File: config.mk
export PLATFORM = sky130hd
export DESIGN_NAME = gf180mcu_fd_sc_mcu9t5v0__nand3_bist
export DESIGN_NICKNAME = d
export VERILOG_FILES = /design/src/rtl/gf180mcu_fd_sc_mcu9t5v0__nand3_bist.sv
export SDC_FILE = /design/constraint.sdc
export NUM_CORES = 1
export LEC_CHECK = 0
export BUFFER_PORTS_ARGS = -buffer_cell sky130_fd_sc_hd__buf_4
export CORE_MARGIN = 3
export CORE_UTILIZATION = 35
export CTS_BUF_LIST = sky130_fd_sc_hd__clkbuf_8
export CTS_CLUSTER_DIAMETER = 100
export CTS_CLUSTER_SIZE = 14
export DETAILED_ROUTE_END_ITERATION = 8
export SYNTH_ARGS = -nofsm -noshare
export SYNTH_HDL_FRONTEND = slang
export SYNTH_SLANG_ARGS = --single-unit
File: constraint.sdc
create_clock -name CLK -period 2.2 [get_ports CLK]
set_input_delay 0 -clock CLK [delete_from_list [all_inputs] [get_ports CLK]]
set_output_delay 0 -clock CLK [all_outputs]
set_load 0.05 [all_outputs]
File: src/rtl/gf180mcu_fd_sc_mcu9t5v0__nand3_bist.sv
// Built-in self-test for a NAND3 standard cell: sweeps all eight input
// vectors, compares ZN against the NAND3 truth table and records the result.
module gf180mcu_fd_sc_mcu9t5v0__nand3_bist #(
  parameter int unsigned SETTLE = 2,
  parameter int unsigned LOOPS  = 1
) (
  input  logic       CLK,
  input  logic       RN,
  input  logic       START,
  input  logic       ZN,
  output logic       A1,
  output logic       A2,
  output logic       A3,
  output logic       BUSY,
  output logic       DONE,
  output logic       PASS,
  output logic [3:0] ERR_CNT,
  output logic       FAIL_VLD,
  output logic [2:0] FAIL_VEC
);

  typedef enum logic [1:0] {
    IDLE,
    RUN,
    FINISH
  } state_t;

  state_t     state_q, state_d;
  logic [2:0] vec_q;
  logic [3:0] hold_q;
  logic [7:0] loop_q;
  logic [3:0] err_q, err_d;
  logic       fail_vld_q;
  logic [2:0] fail_vec_q;
  logic       pass_q;

  logic exp_zn;
  logic sample;
  logic mismatch;
  logic last;

  assign exp_zn = ~(vec_q[0] & vec_q[1] & vec_q[2]);
  assign sample = (state_q == RUN) && (hold_q == 4'(SETTLE));
  // Case inequality so an X or Z on ZN is treated as a failure.
  assign mismatch = sample && (ZN !== exp_zn);
  assign last     = sample && (vec_q == 3'd7) && (loop_q == 8'(LOOPS - 1));

  always_comb begin
    err_d = err_q;
    if (mismatch && (err_q != 4'd15)) begin
      err_d = err_q + 4'd1;
    end
  end

  always_comb begin
    state_d = state_q;
    unique case (state_q)
      IDLE:    if (START) state_d = RUN;
      RUN:     if (last) state_d = FINISH;
      FINISH:  state_d = IDLE;
      default: state_d = IDLE;
    endcase
  end

  always_ff @(posedge CLK or negedge RN) begin
    if (!RN) begin
      state_q    <= IDLE;
      vec_q      <= '0;
      hold_q     <= '0;
      loop_q     <= '0;
      err_q      <= '0;
      fail_vld_q <= 1'b0;
      fail_vec_q <= '0;
      pass_q     <= 1'b0;
    end else begin
      state_q <= state_d;
      unique case (state_q)
        IDLE: begin
          if (START) begin
            vec_q      <= '0;
            hold_q     <= '0;
            loop_q     <= '0;
            err_q      <= '0;
            fail_vld_q <= 1'b0;
            fail_vec_q <= '0;
            pass_q     <= 1'b0;
          end
        end
        RUN: begin
          if (sample) begin
            hold_q <= '0;
            vec_q  <= vec_q + 3'd1;
            if (vec_q == 3'd7) begin
              loop_q <= loop_q + 8'd1;
            end
            err_q <= err_d;
            if (mismatch && !fail_vld_q) begin
              fail_vld_q <= 1'b1;
              fail_vec_q <= vec_q;
            end
            if (last) begin
              pass_q <= (err_d == 4'd0);
            end
          end else begin
            hold_q <= hold_q + 4'd1;
          end
        end
        default: ;
      endcase
    end
  end

  // Status and stimulus decode straight from state so reset clears them at once.
  assign {A3, A2, A1} = (state_q == RUN) ? vec_q : 3'b000;
  assign BUSY         = (state_q == RUN);
  assign DONE         = (state_q == FINISH);
  assign PASS         = pass_q;
  assign ERR_CNT      = err_q;
  assign FAIL_VLD     = fail_vld_q;
  assign FAIL_VEC     = fail_vec_q;

endmodule

==> impl_metrics.py, run 1 <==
metrics = {
    "run_status": {
        "outcome": "finished clean",
    },
    "timing": {
        "hold_viol_final": 0,
        "fin_skew_ns": 0.00213,
        "final_layout_worst_hold_slack_ns": 0.112,
        "slew_headroom_pct": 67.3,
        "tightest_slew_ns": 0.485,
        "grt_setup_unrepaired": "no",
        "report.final.setup_viol": 0,
        "report.final.slew_viol_count": 0,
        "final_min_period_over_clock_period_pct": 94.3,
        "min_period_ns": 2.07,
        "timing.setup.tns_ns": 0,
        "maximum_operating_frequency_mhz": 482,
    },
    "drt": {
        "detail_routed_via_count_per_cell": 5.15,
        "drt_wl_total_mm": 3.00,
        "drt-wirelength-per-cell_um": 14.0,
        "drcViolationCount": 0,
        "vias": 1102,
        "drtIter0Drc": 77,
        "number_of_routed_nets_with_antenna_violations": 0,
        "drt_pre_antenna_iters": 4,
    },
    "critical_path": {
        "crit_path_max_incr_delay_ns": 0.42,
        "regToRegStartpoint": "vec_q[0]",
        "crit_chain": "ha_1, ha_1, xor2_1, nor3_4, nand4_2, o22a_1, o31ai_1",
        "required_time_of_the_critical_path_ns": 2.38,
        "critical_path.reg2reg.endpoint": "PASS",
        "path_delay_family": "compound AO/OA/AOI/OAI gates",
        "worstPathMaxFanout": 5,
        "cp-start-kind": "flip-flop",
        "cell_depth_of_the_worst_flop_to_flop_path": 7,
        "slowest_stage": "sky130_fd_sc_hd__dfrtp_1",
        "end_kind": "flip-flop",
        "crit_path_start": "vec_q[0]",
        "crit_buf_inv": 0,
        "worst-r2r-setup-slack_ns": 0.13,
        "endpoint": "PASS",
        "cell_mode_on_critical_path": "sky130_fd_sc_hd__ha_1",
        "worst_ep_arrival_time_ns": 2.26,
        "depth_of_the_critical_timing_path_with_buffers_and_inverters_included": 7,
        "timing.setup.critical_path_class": "reg2reg",
    },
    "global_routing": {
        "number_of_global_route_vias_before_repair": 1095,
        "grt_max_degree": 27,
        "grt_pass1_wl_mm": 5.32,
        "antenna_found_initial": 0,
        "gr-usage-all-layers_pct": 13.6,
        "grt_overflow": 0,
    },
    "power": {
        "seqPwrFrac_pct": 37.2,
        "ir_worst_vdd_mv": 0.657,
        "netSwitchingPower_uw": 929,
        "share_comb_of_total_power_pct": 47.5,
        "cellInternalPower_uw": 1100,
        "p_leak_uw": 0.000779,
        "switching_portion_of_total_power_pct": 45.8,
        "clkPwrFrac_pct": 15.2,
        "power.density_cell_area_mw_per_mm2": 1220,
    },
    "logic_synthesis": {
        "synth-edff-count": 0,
        "synthesis.instances": 144,
        "synth-seq-area-share_pct": 46.1,
        "synth-async-reset-ratio_pct": 100,
        "synth_area_leaders": "sky130_fd_sc_hd__dfrtp_1 (46%), sky130_fd_sc_hd__ha_1 (6.2%), sky130_fd_sc_hd__nand2_1 (4.5%)",
        "library_cells_used_by_synthesis": 40,
        "synth_seq_cells": 26,
        "post_synth_most_frequent_cells": "sky130_fd_sc_hd__dfrtp_1 (26), sky130_fd_sc_hd__nand2_1 (17), sky130_fd_sc_hd__nor2_1 (12), sky130_fd_sc_hd__o21ai_0 (12)",
        "synthesis.nets": 155,
        "synthFlopType": "sky130_fd_sc_hd__dfrtp_1",
        "synth.avg_cell_area_um2": 9.79,
        "synth_most_common_cell": "sky130_fd_sc_hd__dfrtp_1",
        "syn_area_mm2": 0.00141,
        "synth_largest_type_area_fraction_pct": 46.1,
        "netlist.top_cell.by_area": "sky130_fd_sc_hd__dfrtp_1",
        "synthesis.yosys.warnings": 0,
    },
    "floorplanning": {
        "die-height_um": 69.5,
        "io_pins": 18,
        "core_mm2": 0.00377,
        "die_area_mm2": 0.00483,
        "fp.dieW_um": 69.5,
        "rows": 22,
        "start_util_pct": 37.4,
    },
    "clock_network": {
        "cts.clk_slew.worst_paths_ns": 0.09,
        "clk_path_buf_depth": 2,
        "cts_inserted_buffers": 3,
        "clock_sink_count": 26,
        "post_cts_resize_count": 0,
        "cts_tree": "yes",
        "cts.root.buffer_cell": "sky130_fd_sc_hd__clkbuf_8",
        "htree_levels": 1,
        "cts_post_setup_buffers_inserted": 0,
        "clk_latency_ns": 0.27,
    },
    "final_layout": {
        "final_net_count": 178,
        "layout-drive-gt1-share_pct": 19.3,
        "insertedDiodeCount": 0,
        "flow.area_growth_from_synthesis_pct": 17.9,
    },
    "min_path": {
        "hold_path_class": "in2reg",
    },
    "place": {
        "numPortBuffers": 17,
        "gp_congestion": 0.812,
        "place_hpwl_mm": 2.21,
    },
    "job": {
        "maxCapViolCount": 0,
    },
}
[cell families (layout without fill, tap and decap cells)]
kind of cell    after synthesis  count (layout)  share of synthesized area, %
simple gates                 62              62                          24.1
fa+ha+maj                     7               7                          6.21
flops                        26              26                          46.1
mux                           4               4                          2.84
buf+inv                       9              31                          2.93
compound gates               30              30                          14.0
xor+xnor                      6               6                          3.73
[placed cells by master, fill, tap and decap left out, drive strengths merged, types with 5 or more instances in the layout]
master  instances
nand3           6
buf            19
o21ai          12
ha              7
nand2          17
nor2           13
dfrtp          26
inv             7
nor3            5
[repair_timing]
item,4_1_cts,5_1_grt
endpoints found under the setup margin,0,1
endpoints found under the hold margin,26,0
hold buffers,1,0
[layout make-up]
class	instances	area (um2)
clock buffers	4	55.1
fillers	364	2110
inverters	7	26.3
multi-input cells	109	718
flip-flops and latches	26	651
well taps	48	60.1
repair buffers	20	153
[state kept, by name, indices dropped and copies added (netlist names)]
name and flops:
ERR_CNT 4, FAIL_VEC 3, FAIL_VLD 1, PASS 1, hold_q 4, loop_q 8, state_q 2, vec_q 3
[per-layer routing]
metal,track usage (%),share of wire (%),up-vias
li1,-,-,555
met1,19.1,49,531
met2,20.8,47,12
met3,2.32,2.2,4
met4,5.64,1.2,0
met5,0,0,-
[worst reg2reg max path: stages, from the launching register on]
cell and delay, ns:
sky130_fd_sc_hd__dfrtp_1 0.42, sky130_fd_sc_hd__ha_1 0.21, sky130_fd_sc_hd__ha_1 0.20, sky130_fd_sc_hd__xor2_1 0.23, sky130_fd_sc_hd__nor3_4 0.30, sky130_fd_sc_hd__nand4_2 0.16, sky130_fd_sc_hd__o22a_1 0.24, sky130_fd_sc_hd__o31ai_1 0.23
[per-stage QoR]
stage          util [%]  worst slack, ns  total power [uW]  std cells  area (um2)
6_report           44.1            0.125              2030        214        1660
5_1_grt            44.1          0.00698              2180        214        1660
4_1_cts            44.1           0.0730              2050        214        1660
3_5_place_dp       42.4           0.0951              1730        209        1600
3_3_place_gp       42.4            0.181              1710        209        1600
2_1_floorplan         -            0.237              1450        144        1410
[power by group through the flow]
stage	Combinational (uW)	Clock, uW	Sequential [uW]
after detailed placement	970	0	765
final	964	309	756
after CTS	975	321	756
after global routing	1060	337	784
after global placement	958	0	757
after floorplan	567	0	888
[how the worst min path moves through the flow]
| stage | startpoint | endpoint | cells past startpoint |
|---|---|---|---|
| floorplan | RN | ERR_CNT[0] | 0 |
| global placement | RN | loop_q[5] | 1 |
| detailed placement | RN | loop_q[5] | 1 |
| CTS | START | vec_q[2] | 4 |
| global route | START | vec_q[1] | 4 |
| finish | START | vec_q[1] | 4 |
No activity file was read; power rests on OpenSTA's default activity.
==> inputs of run 2 (changes only) <==
- CORE_MARGIN: 3 -> not set
==> run 2 against run 1 <==
- highest routed layer unchanged
- critical path depth did not move
- combinational power barely moved
- clock-buffer cell count did not move
- sequential share of layout area did not move
- clock power rose by 3%
- critical endpoint unchanged
- clock skew rose by 0.0037 ns
- sequential power barely moved
- setup slack improved by 0.029 ns
- hold slack improved by 0.0085 ns
- maximum frequency rose by 1.4%
==> impl_metrics.py, run 2 (synthesized netlist as in run 1, its figures left out) <==
metrics = {
    "run_status": {
        "outcome": "finished clean",
    },
    "clock_network": {
        "htree_levels": 1,
        "clk_latency_ns": 0.28,
        "clk_path_buf_depth": 2,
        "cts_post_setup_buffers_inserted": 0,
        "post_cts_resize_count": 0,
        "clock_sink_count": 26,
        "cts_tree": "yes",
        "cts.clk_slew.worst_paths_ns": 0.09,
        "cts_inserted_buffers": 3,
        "cts.root.buffer_cell": "sky130_fd_sc_hd__clkbuf_8",
    },
    "floorplanning": {
        "start_util_pct": 37.4,
        "io_pins": 18,
        "rows": 22,
        "core_mm2": 0.00377,
        "die-height_um": 65.5,
        "die_area_mm2": 0.00429,
        "fp.dieW_um": 65.5,
    },
    "drt": {
        "drt_wl_total_mm": 2.99,
        "detail_routed_via_count_per_cell": 5.23,
        "drtIter0Drc": 34,
        "drcViolationCount": 0,
        "drt-wirelength-per-cell_um": 14.0,
        "number_of_routed_nets_with_antenna_violations": 0,
        "vias": 1119,
        "drt_pre_antenna_iters": 4,
    },
    "timing": {
        "tightest_slew_ns": 0.491,
        "report.final.setup_viol": 0,
        "fin_skew_ns": 0.00581,
        "timing.setup.tns_ns": 0,
        "grt_setup_unrepaired": "no",
        "final_min_period_over_clock_period_pct": 93.0,
        "report.final.slew_viol_count": 0,
        "slew_headroom_pct": 66.9,
        "maximum_operating_frequency_mhz": 489,
        "min_period_ns": 2.05,
        "hold_viol_final": 0,
    },
    "final_layout": {
        "postLayoutCoreUtil_pct": 44.1,
        "final_net_count": 178,
        "largest_reg_flops": 8,
        "layout-drive-gt1-share_pct": 19.3,
        "insertedDiodeCount": 0,
        "post-route-cell-area_mm2": 0.00166,
        "final_common_cell": "sky130_fd_sc_hd__dfrtp_1",
        "flow.area_growth_from_synthesis_pct": 17.9,
        "layout.cells.most_common_list": "sky130_fd_sc_hd__dfrtp_1 (26), sky130_fd_sc_hd__buf_4 (19), sky130_fd_sc_hd__nand2_1 (17)",
        "register_containing_the_most_flip_flops_in_the_final_layout": "loop_q",
    },
    "global_routing": {
        "number_of_global_route_vias_before_repair": 1144,
        "gr-usage-all-layers_pct": 15.9,
        "grt_overflow": 0,
        "grt_max_degree": 27,
        "antenna_found_initial": 0,
        "grt_pass1_wl_mm": 5.24,
    },
    "critical_path": {
        "worst_ep_arrival_time_ns": 2.24,
        "cp-start-kind": "flip-flop",
        "regToRegStartpoint": "vec_q[0]",
        "crit_path_start": "vec_q[0]",
        "timing.setup.critical_path_class": "reg2reg",
        "end_kind": "flip-flop",
        "required_time_of_the_critical_path_ns": 2.39,
        "worstPathMaxFanout": 5,
    },
    "power": {
        "p_leak_uw": 0.000779,
        "ir_worst_vdd_mv": 0.542,
        "power.density_cell_area_mw_per_mm2": 1230,
    },
    "place": {
        "gp_congestion": 0.843,
        "post_dp_cell_area_mm2": 0.00160,
        "place_hpwl_mm": 2.30,
        "numPortBuffers": 17,
    },
    "job": {
        "maxCapViolCount": 0,
    },
    "min_path": {
        "hold_path_class": "in2reg",
        "hold_start": "START",
    },
}
[run 2: where the power goes]
group	leakage, uW	internal [uW]	total (uW)	switching, uW
Clock	0.0000288	160	317	156
Sequential	0.000342	605	759	154
Combinational	0.000408	339	966	627
[run 2: metrics by stage]
step                hold WS (ns)  total power, uW  setup WS, ns  cells
floorplan                 -0.296             1450         0.237    144
global placement         -0.0731             1710         0.180    209
detailed placement       -0.0686             1740         0.126    209
CTS                        0.124             2060        0.0982    214
global route               0.150             2180        0.0256    214
finish                     0.120             2040         0.154    214
[run 2: what timing repair did]
item / CTS / global route
hold buffers: 1 / 0
hold endpoints to repair: 26 / 0
endpoints found under the setup margin: 0 / 1
[run 2: critical path: stages (launching register included)]
cell and delay, ns:
sky130_fd_sc_hd__dfrtp_1 0.42, sky130_fd_sc_hd__ha_1 0.21, sky130_fd_sc_hd__ha_1 0.20, sky130_fd_sc_hd__xor2_1 0.22, sky130_fd_sc_hd__nor3_4 0.30, sky130_fd_sc_hd__nand4_2 0.16
sky130_fd_sc_hd__o22a_1 0.23, sky130_fd_sc_hd__o31ai_1 0.22
[run 2: worst paths after layout]
check | slack [ns] | endpoint | cells after the start
hold reg to reg | 0.51 | FAIL_VEC[0] | 1
setup / recovery | 0.15 | PASS | 7
min in group asynchronous | 0.16 | ERR_CNT[0] | 2
hold / removal | 0.12 | vec_q[2] | 4
max in group asynchronous | 1.79 | hold_q[2] | 2
setup reg to reg | 0.15 | PASS | 7
[run 2: metal layers]
| layer | track usage [%] | share of wire, % | wire, um |
|---|---|---|---|
| met1 | 21.1 | 47 | 1400 |
| met2 | 26.2 | 48 | 1440 |
| met5 | 0 | 0 | 0 |
| met4 | 5.98 | 1.3 | 39 |
| met3 | 2.43 | 3.7 | 112 |
[run 2: layout make-up]
class	instances	area (um2)
multi-input combinational	109	718
timing repair buffer	20	153
clock buffer	4	55.1
inverter	7	26.3
tap	48	60.1
fill	378	2110
sequential	26	651
==> inputs of run 3 (changes only) <==
==> constraint.sdc (replaced) <==
create_clock -name CLK -period 2.2 [get_ports CLK]
set_input_delay 0.44 -clock CLK [delete_from_list [all_inputs] [get_ports CLK]]
set_output_delay 0.44 -clock CLK [all_outputs]
set_load 0.05 [all_outputs]
==> run 3 against run 2 <==
- sequential cell count did not move
- utilization fell by 0.20 points
- hold slack got worse by 0.064 ns
- die area did not move
- register-to-register slack barely moved
- final cell count fell by 0.47%
- critical endpoint unchanged
- largest cell class unchanged
==> impl_metrics.py, run 3 (synthesized netlist as in run 1, its figures left out) <==
metrics = {
    "final_layout": {
        "multi_input_area_um2": 721,
        "n_fill_cell": 376,
        "layout-drive-gt1-share_pct": 20.0,
        "final_net_count": 177,
        "largest_reg_flops": 8,
        "register_containing_the_most_flip_flops_in_the_final_layout": "loop_q",
        "final_common_cell": "sky130_fd_sc_hd__dfrtp_1",
        "seqCellArea_um2": 651,
        "insertedDiodeCount": 0,
        "flow.area_growth_from_synthesis_pct": 17.4,
        "layout.cells.most_common_list": "sky130_fd_sc_hd__dfrtp_1 (26), sky130_fd_sc_hd__buf_4 (19), sky130_fd_sc_hd__nand2_1 (17)",
    },
    "min_path": {
        "hold_path_class": "in2async",
    },
    "clock_network": {
        "cts.root.buffer_cell": "sky130_fd_sc_hd__clkbuf_8",
        "clk_path_buf_depth": 2,
        "cts_inserted_buffers": 3,
        "cts_tree": "yes",
        "clock_sink_count": 26,
        "cts.clk_slew.worst_paths_ns": 0.09,
        "cts_post_setup_buffers_inserted": 0,
        "htree_levels": 1,
        "clk_latency_ns": 0.28,
    },
    "power": {
        "power.total_uw": 2040,
        "cellInternalPower_uw": 1100,
        "seqPwrFrac_pct": 37.2,
        "ir_worst_vdd_mv": 0.547,
        "share_comb_of_total_power_pct": 47.3,
        "p_leak_uw": 0.000775,
        "switching_portion_of_total_power_pct": 46.0,
        "clkPwrFrac_pct": 15.5,
        "netSwitchingPower_uw": 940,
        "power.density_cell_area_mw_per_mm2": 1240,
    },
    "place": {
        "place_hpwl_mm": 2.30,
        "gp_congestion": 0.843,
        "place_worst_setup_slack_ns": 0.126,
        "numPortBuffers": 17,
    },
    "drt": {
        "number_of_routed_nets_with_antenna_violations": 0,
        "drt_pre_antenna_iters": 4,
        "drt_wl_total_mm": 2.99,
        "drtIter0Drc": 31,
        "detail_routed_via_count_per_cell": 5.27,
        "vias": 1123,
        "drcViolationCount": 0,
        "drt-wirelength-per-cell_um": 14.1,
    },
    "critical_path": {
        "end_kind": "flip-flop",
        "cell_mode_on_critical_path": "sky130_fd_sc_hd__ha_1",
        "crit_chain": "ha_1, ha_1, xor2_1, nor3_4, nand4_2, o22a_1, o31ai_1",
        "cp-start-kind": "flip-flop",
        "path_delay_family": "simple AND/OR/NAND/NOR gates",
        "worstPathMaxFanout": 5,
        "required_time_of_the_critical_path_ns": 2.39,
        "worst-r2r-setup-slack_ns": 0.15,
        "slowest_stage": "sky130_fd_sc_hd__dfrtp_1",
        "crit_buf_inv": 0,
        "timing.setup.critical_path_class": "reg2reg",
        "worst_ep_arrival_time_ns": 2.24,
        "crit_path_max_incr_delay_ns": 0.42,
    },
    "timing": {
        "final.setup.worst_slack_ns": 0.154,
        "fin_skew_ns": 0.00582,
        "maximum_operating_frequency_mhz": 489,
        "report.final.slew_viol_count": 0,
        "timing.setup.tns_ns": 0,
        "report.final.setup_viol": 0,
        "final_layout_worst_hold_slack_ns": 0.0560,
        "grt_setup_unrepaired": "no",
        "slew_headroom_pct": 66.9,
        "tightest_slew_ns": 0.492,
        "final_min_period_over_clock_period_pct": 93.0,
        "hold_viol_final": 0,
        "min_period_ns": 2.05,
    },
    "global_routing": {
        "antenna_found_initial": 0,
        "number_of_global_route_vias_before_repair": 1142,
        "grt_pass1_wl_mm": 5.24,
        "grt_overflow": 0,
        "grt_max_degree": 27,
        "gr-usage-all-layers_pct": 15.9,
    },
    "floorplanning": {
        "die_area_mm2": 0.00429,
        "io_pins": 18,
        "start_util_pct": 37.4,
        "die-height_um": 65.5,
        "core_mm2": 0.00377,
        "fp.dieW_um": 65.5,
        "rows": 22,
    },
    "job": {
        "maxCapViolCount": 0,
    },
    "run_status": {
        "outcome": "finished clean",
    },
}
run 3: path summary, 6_finish.rpt:
check | start | to | depth (start not counted)
worst max register to register | vec_q[0] | PASS | 7
worst min register to register | FAIL_VEC[0] | FAIL_VEC[0] | 1
worst max-delay path | vec_q[0] | PASS | 7
min in group CLK | FAIL_VEC[0] | FAIL_VEC[0] | 1
worst min-delay path | RN | ERR_CNT[0] | 1
max in group asynchronous | RN | hold_q[2] | 1
run 3: per-layer routing:
metal	part of all wire [%]	track usage, %	vias up
li1	-	-	555
met1	47	21.1	545
met2	48	26.2	19
met3	2.9	2.43	4
met4	1.3	5.98	0
met5	0	0	-
run 3: worst register-to-register path: cells and delay by family (launching register included):
kind / cells / cell delay [ns]
flip-flops: 1 / 0.42
adder cells (fa/ha/maj): 2 / 0.41
XOR/XNOR: 1 / 0.22
AO/OA/AOI/OAI: 2 / 0.45
AND/OR/NAND/NOR: 2 / 0.46
run 3: timing repair:
item,CTS,global route
hold endpoints to repair,0,0
hold buffers,0,0
resized for setup,0,1
setup endpoints to repair,0,2
run 3: per-stage QoR:
step	instance area, um2	utilization [%]	instances
after floorplan	1410	-	144
after global routing	1660	43.9	213
final	1660	43.9	213
after global placement	1600	42.4	209
after detailed placement	1600	42.4	209
after CTS	1650	43.8	213
run 3: final cells by class:
class                           instances  share of cell area [%]
Multi-Input combinational cell        109                    43.5
Sequential cell                        26                    39.3
Timing Repair Buffer                   19                    8.62
Tap cell                               48                    3.63
Clock buffer                            4                    3.33
Inverter                                7                    1.59
run 3: power groups by stage:
stage | Clock (uW) | Sequential [uW] | Combinational (uW)
after floorplan | 0 | 888 | 567
after global placement | 0 | 758 | 954
after detailed placement | 0 | 769 | 973
after CTS | 321 | 760 | 977
after global routing | 334 | 784 | 1060
final | 317 | 760 | 967
